===== config.mk =====
export PLATFORM = sky130hd
export DESIGN_NAME = ado_detector_param
export DESIGN_NICKNAME = d
export VERILOG_FILES = /design/src/rtl/ado_pkg.sv /design/src/rtl/ado_detector_param_absdiff.sv /design/src/rtl/ado_detector_param.sv
export SDC_FILE = /design/constraint.sdc
export NUM_CORES = 1
export LEC_CHECK = 0
export ABC_AREA = 0
export CORE_AREA = 5 5 111 165
export CTS_CLUSTER_DIAMETER = 200
export DETAILED_ROUTE_END_ITERATION = 8
export DIE_AREA = 0 0 116 170
export PLACE_DENSITY = 0.82
export SLEW_MARGIN = 5
export SYNTH_ARGS = -nofsm -noshare
export SYNTH_HDL_FRONTEND = slang
export SYNTH_SLANG_ARGS = --single-unit

===== constraint.sdc =====
create_clock -name clk -period 9.56 [get_ports clk]
set_input_delay 2.868 -clock clk [delete_from_list [all_inputs] [get_ports clk]]
set_output_delay 2.868 -clock clk [all_outputs]
set_load 0.01 [all_outputs]

===== src/rtl/ado_pkg.sv =====
// Shared types and helpers for the amplitude-difference spike detector.
package ado_pkg;

  typedef enum logic [1:0] {
    StFill,
    StTrain,
    StDetect,
    StRefract
  } ado_state_e;

  localparam int unsigned DefaultThr = 500;

  // Clamp an unsigned value to the largest number representable in 'width' bits.
  function automatic logic [63:0] saturate(input logic [63:0] val, input int unsigned width);
    logic [63:0] max_val;
    if (width >= 64) begin
      max_val = '1;
    end else begin
      max_val = (64'd1 << width) - 64'd1;
    end
    return (val > max_val) ? max_val : val;
  endfunction

endpackage


===== src/rtl/ado_detector_param_absdiff.sv =====
// Sample delay line plus registered |x[n] - x[n-DELAY]| with valid pass-through.
module ado_absdiff #(
  parameter int unsigned DATA_W = 16,
  parameter int unsigned DELAY  = 3
) (
  input  logic              clk_i,
  input  logic              rst_ni,
  input  logic              valid_i,
  input  logic [DATA_W-1:0] data_i,
  output logic              valid_o,
  output logic [DATA_W-1:0] ado_o
);

  localparam int Depth = int'(DELAY) + 1;

  logic [DATA_W-1:0] line_q [Depth];
  logic              smp_valid_q;
  logic              ado_valid_q;
  logic [DATA_W-1:0] ado_q;
  logic [DATA_W:0]   diff;
  logic [DATA_W-1:0] ado_d;

  // One extra bit keeps the signed difference exact; its magnitude fits DATA_W bits.
  always_comb begin
    diff  = {line_q[0][DATA_W-1], line_q[0]} -
            {line_q[Depth-1][DATA_W-1], line_q[Depth-1]};
    ado_d = diff[DATA_W] ? DATA_W'(-diff) : diff[DATA_W-1:0];
  end

  always_ff @(posedge clk_i) begin
    if (!rst_ni) begin
      for (int i = 0; i < Depth; i++) begin
        line_q[i] <= '0;
      end
      smp_valid_q <= 1'b0;
      ado_valid_q <= 1'b0;
      ado_q       <= '0;
    end else begin
      smp_valid_q <= valid_i;
      if (valid_i) begin
        line_q[0] <= data_i;
        for (int i = 1; i < Depth; i++) begin
          line_q[i] <= line_q[i-1];
        end
      end
      ado_valid_q <= smp_valid_q;
      if (smp_valid_q) begin
        ado_q <= ado_d;
      end
    end
  end

  assign valid_o = ado_valid_q;
  assign ado_o   = ado_q;

endmodule


===== src/rtl/ado_detector_param.sv =====
// ADO spike detector: fill/train/detect/refractory control around the abs-diff pipeline.
module ado_detector_param import ado_pkg::*; #(
  parameter int unsigned DATA_W      = 16,
  parameter int unsigned DELAY       = 3,
  parameter int unsigned TRAIN_LOG2  = 8,
  parameter int unsigned K_SHIFT     = 2,
  parameter int unsigned REFRACT     = 16,
  parameter int unsigned DEFAULT_THR = DefaultThr
) (
  input  logic              clk,
  input  logic              rst_n,
  input  logic              sample_valid,
  input  logic [DATA_W-1:0] data_in,
  input  logic              thr_mode,
  input  logic [DATA_W-1:0] threshold_in,
  input  logic              train_start,
  output logic              out_valid,
  output logic              spike_detected,
  output logic [DATA_W-1:0] ado_out,
  output logic [DATA_W-1:0] threshold_out,
  output logic              training
);

  localparam int unsigned AccW  = DATA_W + TRAIN_LOG2;
  localparam int unsigned FillW = $clog2(DELAY + 1);
  localparam int unsigned CntW  = (FillW > TRAIN_LOG2 + 1) ? FillW : TRAIN_LOG2 + 1;
  localparam int unsigned RefW  = (REFRACT > 0) ? $clog2(REFRACT + 1) : 1;

  localparam logic [CntW-1:0] FillLast  = CntW'(DELAY - 1);
  localparam logic [CntW-1:0] TrainLast = CntW'((2 ** TRAIN_LOG2) - 1);

  logic              ado_valid;
  logic [DATA_W-1:0] ado;

  ado_state_e        state_q, state_d;
  logic [CntW-1:0]   cnt_q, cnt_d;
  logic [AccW-1:0]   acc_q, acc_d, acc_sum;
  logic [RefW-1:0]   ref_q, ref_d;
  logic              mode_q, mode_d;
  logic [DATA_W-1:0] thr_q, thr_d, thr_cmp;
  logic              out_valid_q, out_valid_d;
  logic              spike_q, spike_d;
  logic [DATA_W-1:0] ado_out_q, ado_out_d;
  logic              is_spike;

  ado_absdiff #(
    .DATA_W(DATA_W),
    .DELAY (DELAY)
  ) u_absdiff (
    .clk_i  (clk),
    .rst_ni (rst_n),
    .valid_i(sample_valid),
    .data_i (data_in),
    .valid_o(ado_valid),
    .ado_o  (ado)
  );

  assign thr_cmp  = mode_q ? thr_q : threshold_in;
  assign is_spike = ado > thr_cmp;
  assign acc_sum  = acc_q + AccW'(ado);

  always_comb begin
    state_d     = state_q;
    cnt_d       = cnt_q;
    acc_d       = acc_q;
    ref_d       = ref_q;
    mode_d      = mode_q;
    thr_d       = thr_q;
    out_valid_d = 1'b0;
    spike_d     = spike_q;
    ado_out_d   = ado_out_q;

    if (train_start) begin
      // The ADO arriving in this cycle is dropped; the delay line is untouched.
      mode_d  = thr_mode;
      cnt_d   = '0;
      acc_d   = '0;
      ref_d   = '0;
      spike_d = 1'b0;
      unique case (state_q)
        StFill:  state_d = StFill;
        StTrain: state_d = StTrain;
        default: state_d = thr_mode ? StTrain : StDetect;
      endcase
    end else if (ado_valid) begin
      unique case (state_q)
        StFill: begin
          if (cnt_q == FillLast) begin
            cnt_d   = '0;
            acc_d   = '0;
            mode_d  = thr_mode;
            state_d = thr_mode ? StTrain : StDetect;
          end else begin
            cnt_d = cnt_q + 1'b1;
          end
        end
        StTrain: begin
          if (cnt_q == TrainLast) begin
            thr_d   = DATA_W'(saturate(64'(acc_sum >> TRAIN_LOG2) << K_SHIFT, DATA_W));
            cnt_d   = '0;
            acc_d   = '0;
            state_d = StDetect;
          end else begin
            acc_d = acc_sum;
            cnt_d = cnt_q + 1'b1;
          end
        end
        StDetect: begin
          out_valid_d = 1'b1;
          spike_d     = is_spike;
          ado_out_d   = ado;
          if (!mode_q) begin
            thr_d = threshold_in;
          end
          if (is_spike && (REFRACT > 0)) begin
            ref_d   = RefW'(REFRACT);
            state_d = StRefract;
          end
        end
        StRefract: begin
          out_valid_d = 1'b1;
          spike_d     = 1'b0;
          ado_out_d   = ado;
          if (!mode_q) begin
            thr_d = threshold_in;
          end
          if (ref_q <= RefW'(1)) begin
            ref_d   = '0;
            state_d = StDetect;
          end else begin
            ref_d = ref_q - 1'b1;
          end
        end
      endcase
    end
  end

  always_ff @(posedge clk) begin
    if (!rst_n) begin
      state_q     <= StFill;
      cnt_q       <= '0;
      acc_q       <= '0;
      ref_q       <= '0;
      mode_q      <= 1'b0;
      thr_q       <= DATA_W'(DEFAULT_THR);
      out_valid_q <= 1'b0;
      spike_q     <= 1'b0;
      ado_out_q   <= '0;
    end else begin
      state_q     <= state_d;
      cnt_q       <= cnt_d;
      acc_q       <= acc_d;
      ref_q       <= ref_d;
      mode_q      <= mode_d;
      thr_q       <= thr_d;
      out_valid_q <= out_valid_d;
      spike_q     <= spike_d;
      ado_out_q   <= ado_out_d;
    end
  end

  assign out_valid      = out_valid_q;
  assign spike_detected = spike_q;
  assign ado_out        = ado_out_q;
  assign threshold_out  = thr_q;
  assign training       = (state_q == StFill) || (state_q == StTrain);

endmodule

==> results of run 1 <==
## final timing paths
path                       from          endpoint  slack [ns]  cells past startpoint
max             threshold_in[1]          ref_q[1]        4.36                     12
min                  ado_out[9]        ado_out[9]        0.45                      2
max reg2reg  u_absdiff.ado_o[0]  threshold_out[4]        5.70                     11
min reg2reg          ado_out[9]        ado_out[9]        0.45                      2
## cell usage in the layout (no fill, tap or decap), drive strengths merged, types with 11 or more instances in the layout
cell,instances
nor2,95
dfxtp,93
and3,70
clkdlybuf4s50,70
nand2,70
a21oi,69
edfxtp,64
inv,56
ha,55
xnor2,31
o21ai,27
a21o,23
mux2i,21
a211oi,21
xor2,18
clkbuf,18
a22oi,16
nor3,15
nand3,12
and2,12
a221oi,11
## state kept, by name, indices dropped and copies added, names as in the netlist, 5 cells and up, named ones only
signal            cells
ado_out              16
ref_q                 5
u_absdiff.ado_o      16
threshold_out        16
acc_q                24
cnt_q                 9
u_absdiff.line_q     64
## per-stage QoR
stage,setup slack [ns],hold slack [ns]
after floorplan,4.44,0.458
after global placement,4.01,0.443
after detailed placement,3.96,0.446
after CTS,4.41,0.456
after global routing,4.22,0.474
final,4.36,0.454
## logic make-up after synthesis
| kind of cell | count (synthesis) | synth area share, % |
|---|---|---|
| buffers and inverters | 94 | 4.09 |
| AO/OA/AOI/OAI | 244 | 20.0 |
| adder cells (fa/ha/maj) | 57 | 8.10 |
| XOR/XNOR | 49 | 4.78 |
| AND/OR/NAND/NOR | 328 | 18.3 |
| flip-flops | 157 | 42.1 |
| multiplexers | 23 | 2.59 |
## worst reg2reg max path: cells and delay by family, from the launching register on
kind / cells / cell delay, ns
adders and majority gates: 2 / 0.68
AOI/OAI and AO/OA: 9 / 2.71
DFF: 1 / 0.38
## layout make-up
cell class                      count  share of cell area [%]
Multi-Input combinational cell    701                    46.7
Sequential cell                   157                    36.5
Timing Repair Buffer               79                    7.38
Clock buffer                       18                    4.14
Tap cell                          210                    2.53
Inverter                           46                    1.66
Clock inverter                     14                    1.16
## power by group through the flow
stage | logic, W | clock network, W | registers, W
2_1_floorplan | 0.000226 | 0 | 0.000750
3_3_place_gp | 0.000277 | 0 | 0.000766
3_5_place_dp | 0.000283 | 0 | 0.000767
4_1_cts | 0.000285 | 0.000644 | 0.000752
5_1_grt | 0.000319 | 0.000674 | 0.000754
6_report | 0.000286 | 0.000637 | 0.000752
## layer usage
metal / wire length (µm) / track usage (%) / up-vias
met3: 1040 / 4.02 / 74
met1: 8190 / 23.5 / 3428
met2: 11200 / 40.9 / 226
met5: 0 / 0 / -
met4: 1170 / 12.9 / 0
li1: - / - / 3586
==> qor.csv, run 1 <==
stage,metric,value,unit
power_and_ir_drop,switching_power,0.000484,W
power_and_ir_drop,pwr-share-seq,44.9,%
placed_design,gp_congestion,0.967,
synthesis,syn-cell-area,8980,µm²
floorplan,dieArea,19700,µm²
power_and_ir_drop,clkPwrFrac,38.0,%
floorplan,initial_core_util,53.8,%
placed_design,port_buffers,71,
setup_path,worst-setup-path-type,primary input to flip-flop,
cts,cts_buffers,17,
setup_path,arrival,5.57,ns
cts,cts-resized-gates,0,
setup_path,end_kind,flip-flop,
synthesis,synth.area.top_cells,"edfxtp_1, dfxtp_1, ha_1",
finish,design_area,10400,µm²
power_and_ir_drop,leakage,4.23,nW
synthesis,synth_ff_type,dfxtp_1,
drt,post_drt_via_cell_ratio,5.97,
setup_path,crit_slowest_cell,clkdlybuf4s50_1,
timing,slew_headroom,31.3,%
placed_design,place_area,9830,µm²
finish,final_cells,1225,
cts,cts_setup_buffers,0,
global_routing,grt_antenna_before_repair,0,
synthesis,syn_inst,952,
timing,setup_tns,0,ns
finish,syn2layout_area_growth,15.5,%
power_and_ir_drop,powerDensity,161,nW/µm²
timing,fin_crit,5.20,ns
setup_path,crit_chain,clkdlybuf4s50_1 > mux2i_1 > ha_1 > nor2b_1 > o21a_1 > o21a_1 > o21a_1 > o21a_1 > o21ai_0 > o2111ai_1 > a22oi_1 > mux2i_1,
finish,seq_area,3780,µm²
synthesis,yosysMostFrequentCell,nor2_1,
cts,worstSkewPairLatency,0.44,ns
cts,htreeDepth,4,
synthesis,yosys.area.top_type_share,21.4,%
cts,clkTransAtPathRegs,0.07,ns
finish,drive_gt1_share,6.80,%
floorplan,fp.dieH,170,µm
setup_path,critPathMaxStageDelay,0.40,ns
finish,layout.nets,1096,
drt,wl_per_cell,17.6,µm
setup_path,cp_top_family,compound AO/OA/AOI/OAI gates,
drt,drtAntennaViolNets,0,
power_and_ir_drop,power.share.switching,28.9,%
cts,clockBufferDepth,2,
drt,dr_total_vias,7314,
worst_hold_path,hold_class,flip-flop to flip-flop,
finish,n_antenna_cell,0,
power_and_ir_drop,combPwrFrac,17.1,%
drt,drt-total-wl,21600,µm
global_routing,grt_pass1_wl,35000,µm
power_and_ir_drop,total_power,0.00167,W
floorplan,die_x,116,µm
timing,rsz0062_at_grt,false,
status,outcome,"finished, final reports clean",
global_routing,grtUsageTotal,22.4,%
synthesis,ys_types,75,
timing,fmax,192,MHz
floorplan,ios,72,
floorplan,num_rows,58,
global_routing,grt_max_degree,75,
timing,setup_violations,0,
cts,hold_buffers,0,
setup_path,crit_buf_inv,1,
setup_path,required,9.93,ns
timing,finalCritPeriodShare,54.4,%
finish,final_util,62.2,%
placed_design,dp_cells,1193,
floorplan,core-area,16700,µm²
finish,multi_input_area,4840,µm²
drt,drtIter0Drc,418,
timing,slew_viol_final,0,
cts,root_buffer,clkbuf_16,
setup_path,startpoint_type,primary input,
setup_path,crit_top_cell,o21a_1,
setup_path,cp_max_fo,6,
power_and_ir_drop,internal_power,0.00119,W
global_routing,grt_pass1_vias,7324,
synthesis,synth_warnings,0,
synthesis,synth_seq_area_share,42.1,%
finish,fill_cells,1384,
global_routing,grt.overflow.total,0,
cts,clock_sinks,157,
synthesis,async_flop_share,0,%
timing,hold_viol_final,0,
synthesis,synthesis.nets,1046,
synthesis,syn_area_per_cell,9.44,µm²
synthesis,yosys.area.top_type,edfxtp_1,
synthesis,synth_commonest_cells,"nor2_1, dfxtp_1, and3_1, nand2_1, a21oi_1",
timing,fin_skew,0.0128,ns
timing,tightest_slew,1.03,ns
synthesis,ys_ff_latch,157,
run,drv_cap,0,
drt,drc_errors,0,
drt,first_pass_iters,5,
power_and_ir_drop,worst_ir_drop_vdd,0.161,mV
placed_design,dp_hpwl,16000,µm
cts,cts_tree,done,
synthesis,synth_enable_flop_cells,64,
Note: power is estimated with default switching activity, not from simulation.
==> run 2, diff against run 1 <==
clock period = 5.27 ns   (was 9.56 ns; I/O delays follow)
==> qor.csv, run 2 (synthesized netlist as in run 1, its figures left out) <==
stage,metric,value,unit,change
power_and_ir_drop,leakage,4.23,nW,about the same
floorplan,dieArea,19700,µm²,unchanged
setup_path,required,5.59,ns,was 9.93 ns
worst_hold_path,hold_class,flip-flop to flip-flop,,unchanged
drt,drc_errors,0,,unchanged
floorplan,initial_core_util,53.8,%,unchanged
placed_design,dp_cells,1193,,unchanged
drt,post_drt_via_cell_ratio,6.02,,was 5.97
global_routing,grt_max_degree,73,,was 75
drt,dr_total_vias,7371,,was 7314
timing,setup_tns,0,ns,unchanged
placed_design,post-place-ws,1.03,ns,was 3.96 ns
placed_design,gp_congestion,0.928,,was 0.967
setup_path,arrival,4.19,ns,was 5.57 ns
setup_path,crit_chain,ha_1 > fa_1 > a21o_1 > a21o_1 > a211oi_4 > o21ai_2 > a31oi_2 > o41ai_2 > a2111oi_4 > a221oi_1 > a211o_1,,was clkdlybuf4s50_1 > mux2i_1 > ha_1 > nor2b_1 > o21a_1 > o21a_1 > o21a_1 > o21a_1 > o21ai_0 > o2111ai_1 > a22oi_1 > mux2i_1
global_routing,grtUsageTotal,22.6,%,was 22.4%
timing,worst_slack,1.41,ns,was 4.36 ns
cts,clock_sinks,157,,unchanged
finish,mostFrequentLayoutCell,nor2_1,,unchanged
finish,drive_gt1_share,6.80,%,about the same
setup_path,end_kind,flip-flop,,unchanged
cts,hold_buffers,0,,unchanged
cts,cts_setup_buffers,0,,unchanged
floorplan,core-area,16700,µm²,unchanged
finish,n_antenna_cell,0,,unchanged
global_routing,grt_pass1_vias,7285,,was 7324
finish,layout.nets,1096,,unchanged
finish,top_regs,"u_absdiff.line_q x64, acc_q x24",,unchanged
global_routing,grt_antenna_before_repair,0,,unchanged
timing,slew_viol_final,0,,unchanged
timing,tightest_slew,1.02,ns,was 1.03 ns
setup_path,worst-setup-path-type,flip-flop to flip-flop,,was primary input to flip-flop
floorplan,die_x,116,µm,unchanged
finish,fill_cells,1385,,was 1384
setup_path,cp_top_family,compound AO/OA/AOI/OAI gates,,unchanged
timing,finalCritPeriodShare,73.3,%,
run,drv_cap,0,,unchanged
finish,layout_common_cells,"nor2_1, dfxtp_1, and3_1, clkdlybuf4s50_1, nand2_1",,unchanged
setup_path,crit_top_cell,a21o_1,,was o21a_1
floorplan,num_rows,58,,unchanged
timing,fin_crit,3.86,ns,
finish,syn2layout_area_growth,15.7,%,was 15.5%
finish,final_cells,1224,,was 1225
timing,hold_viol_final,0,,unchanged
timing,fin_skew,0.0143,ns,was 0.0128 ns
drt,drtAntennaViolNets,0,,unchanged
power_and_ir_drop,powerDensity,294,nW/µm²,was 161 nW/µm²
placed_design,dp_hpwl,15800,µm,was 16000 µm
setup_path,crit_buf_inv,0,,was 1
power_and_ir_drop,worst_ir_drop_vdd,0.333,mV,was 0.161 mV
floorplan,ios,72,,unchanged
timing,setup_violations,0,,unchanged
cts,cts-resized-gates,0,,unchanged
cts,clkTransAtPathRegs,0.07,ns,about the same
drt,drt-total-wl,22000,µm,was 21600 µm
timing,rsz0062_at_grt,false,,unchanged
cts,root_buffer,clkbuf_16,,unchanged
floorplan,fp.dieH,170,µm,unchanged
drt,first_pass_iters,5,,unchanged
finish,largest_reg_flops,64,,unchanged
timing,fmax,259,MHz,
status,outcome,"finished, final reports clean",,unchanged
placed_design,port_buffers,71,,unchanged
drt,drtIter0Drc,412,,was 418
setup_path,cp_max_fo,16,,was 6
setup_path,startpoint_type,flip-flop,,was primary input
global_routing,grt_pass1_wl,35100,µm,was 35000 µm
global_routing,grt.overflow.total,0,,unchanged
setup_path,crit_slowest_cell,a2111oi_4,,was clkdlybuf4s50_1
power_and_ir_drop,total_power,0.00305,W,was 0.00167 W
timing,slew_headroom,32.3,%,was 31.3%
drt,wl_per_cell,18.0,µm,was 17.6 µm
cts,cts_tree,done,,unchanged
finish,largest_register,u_absdiff.line_q,,unchanged
cts,cts_buffers,17,,unchanged
cts,htreeDepth,4,,unchanged
cts,worstSkewPairLatency,0.44,ns,about the same
cts,clockBufferDepth,2,,unchanged
setup_path,critPathMaxStageDelay,0.80,ns,was 0.40 ns
==> run 2: cell type report <==
class	count	area (µm²)	area share, %
Tap cell	210	263	2.53
Clock inverter	13	103	0.987
Inverter	46	173	1.66
Clock buffer	18	450	4.33
Sequential cell	157	3780	36.4
Timing Repair Buffer	79	778	7.49
Multi-Input combinational cell	701	4840	46.6
==> run 2: path summary, 6_finish.rpt <==
| check | from | cells after the start | slack [ns] | endpoint |
|---|---|---|---|---|
| max | u_absdiff.ado_o[0] | 11 | 1.41 | threshold_out[4] |
| min | ado_out[10] | 2 | 0.45 | ado_out[10] |
| max reg2reg | u_absdiff.ado_o[0] | 11 | 1.41 | threshold_out[4] |
| min reg2reg | ado_out[10] | 2 | 0.45 | ado_out[10] |
==> run 2: metal layers <==
| metal | global-route usage, % | share of wire, % | up-vias |
|---|---|---|---|
| li1 | - | - | 3591 |
| met1 | 23.7 | 38 | 3438 |
| met2 | 40.4 | 51 | 256 |
| met3 | 4.38 | 4.9 | 86 |
| met4 | 14.8 | 6.2 | 0 |
| met5 | 0 | 0 | - |
==> run 2: worst register-to-register path, cell delays in order (launching register included) <==
cell and delay, ns:
dfxtp_1 0.36, ha_1 0.25, fa_1 0.41, a21o_1 0.19, a21o_1 0.24, a211oi_4 0.34, o21ai_2 0.16, a31oi_2 0.31
o41ai_2 0.14, a2111oi_4 0.80, a221oi_1 0.24, a211o_1 0.31
==> run 2: stage by stage <==
step	util [%]	cell area, µm²	hold slack [ns]
after floorplan	-	8980	0.458
after global placement	59.0	9840	0.444
after detailed placement	59.0	9840	0.449
after CTS	62.3	10400	0.458
after global routing	62.3	10400	0.474
final	62.3	10400	0.455
==> run 2: report_power, final <==
group / total (W) / switching (W) / internal (W) / leakage (nW)
Sequential: 0.00137 / 0.0000525 / 0.00131 / 1.46
Clock: 0.00117 / 0.000529 / 0.000638 / 0.276
Combinational: 0.000520 / 0.000294 / 0.000226 / 2.50
Total: 0.00305 / 0.000876 / 0.00218 / 4.23
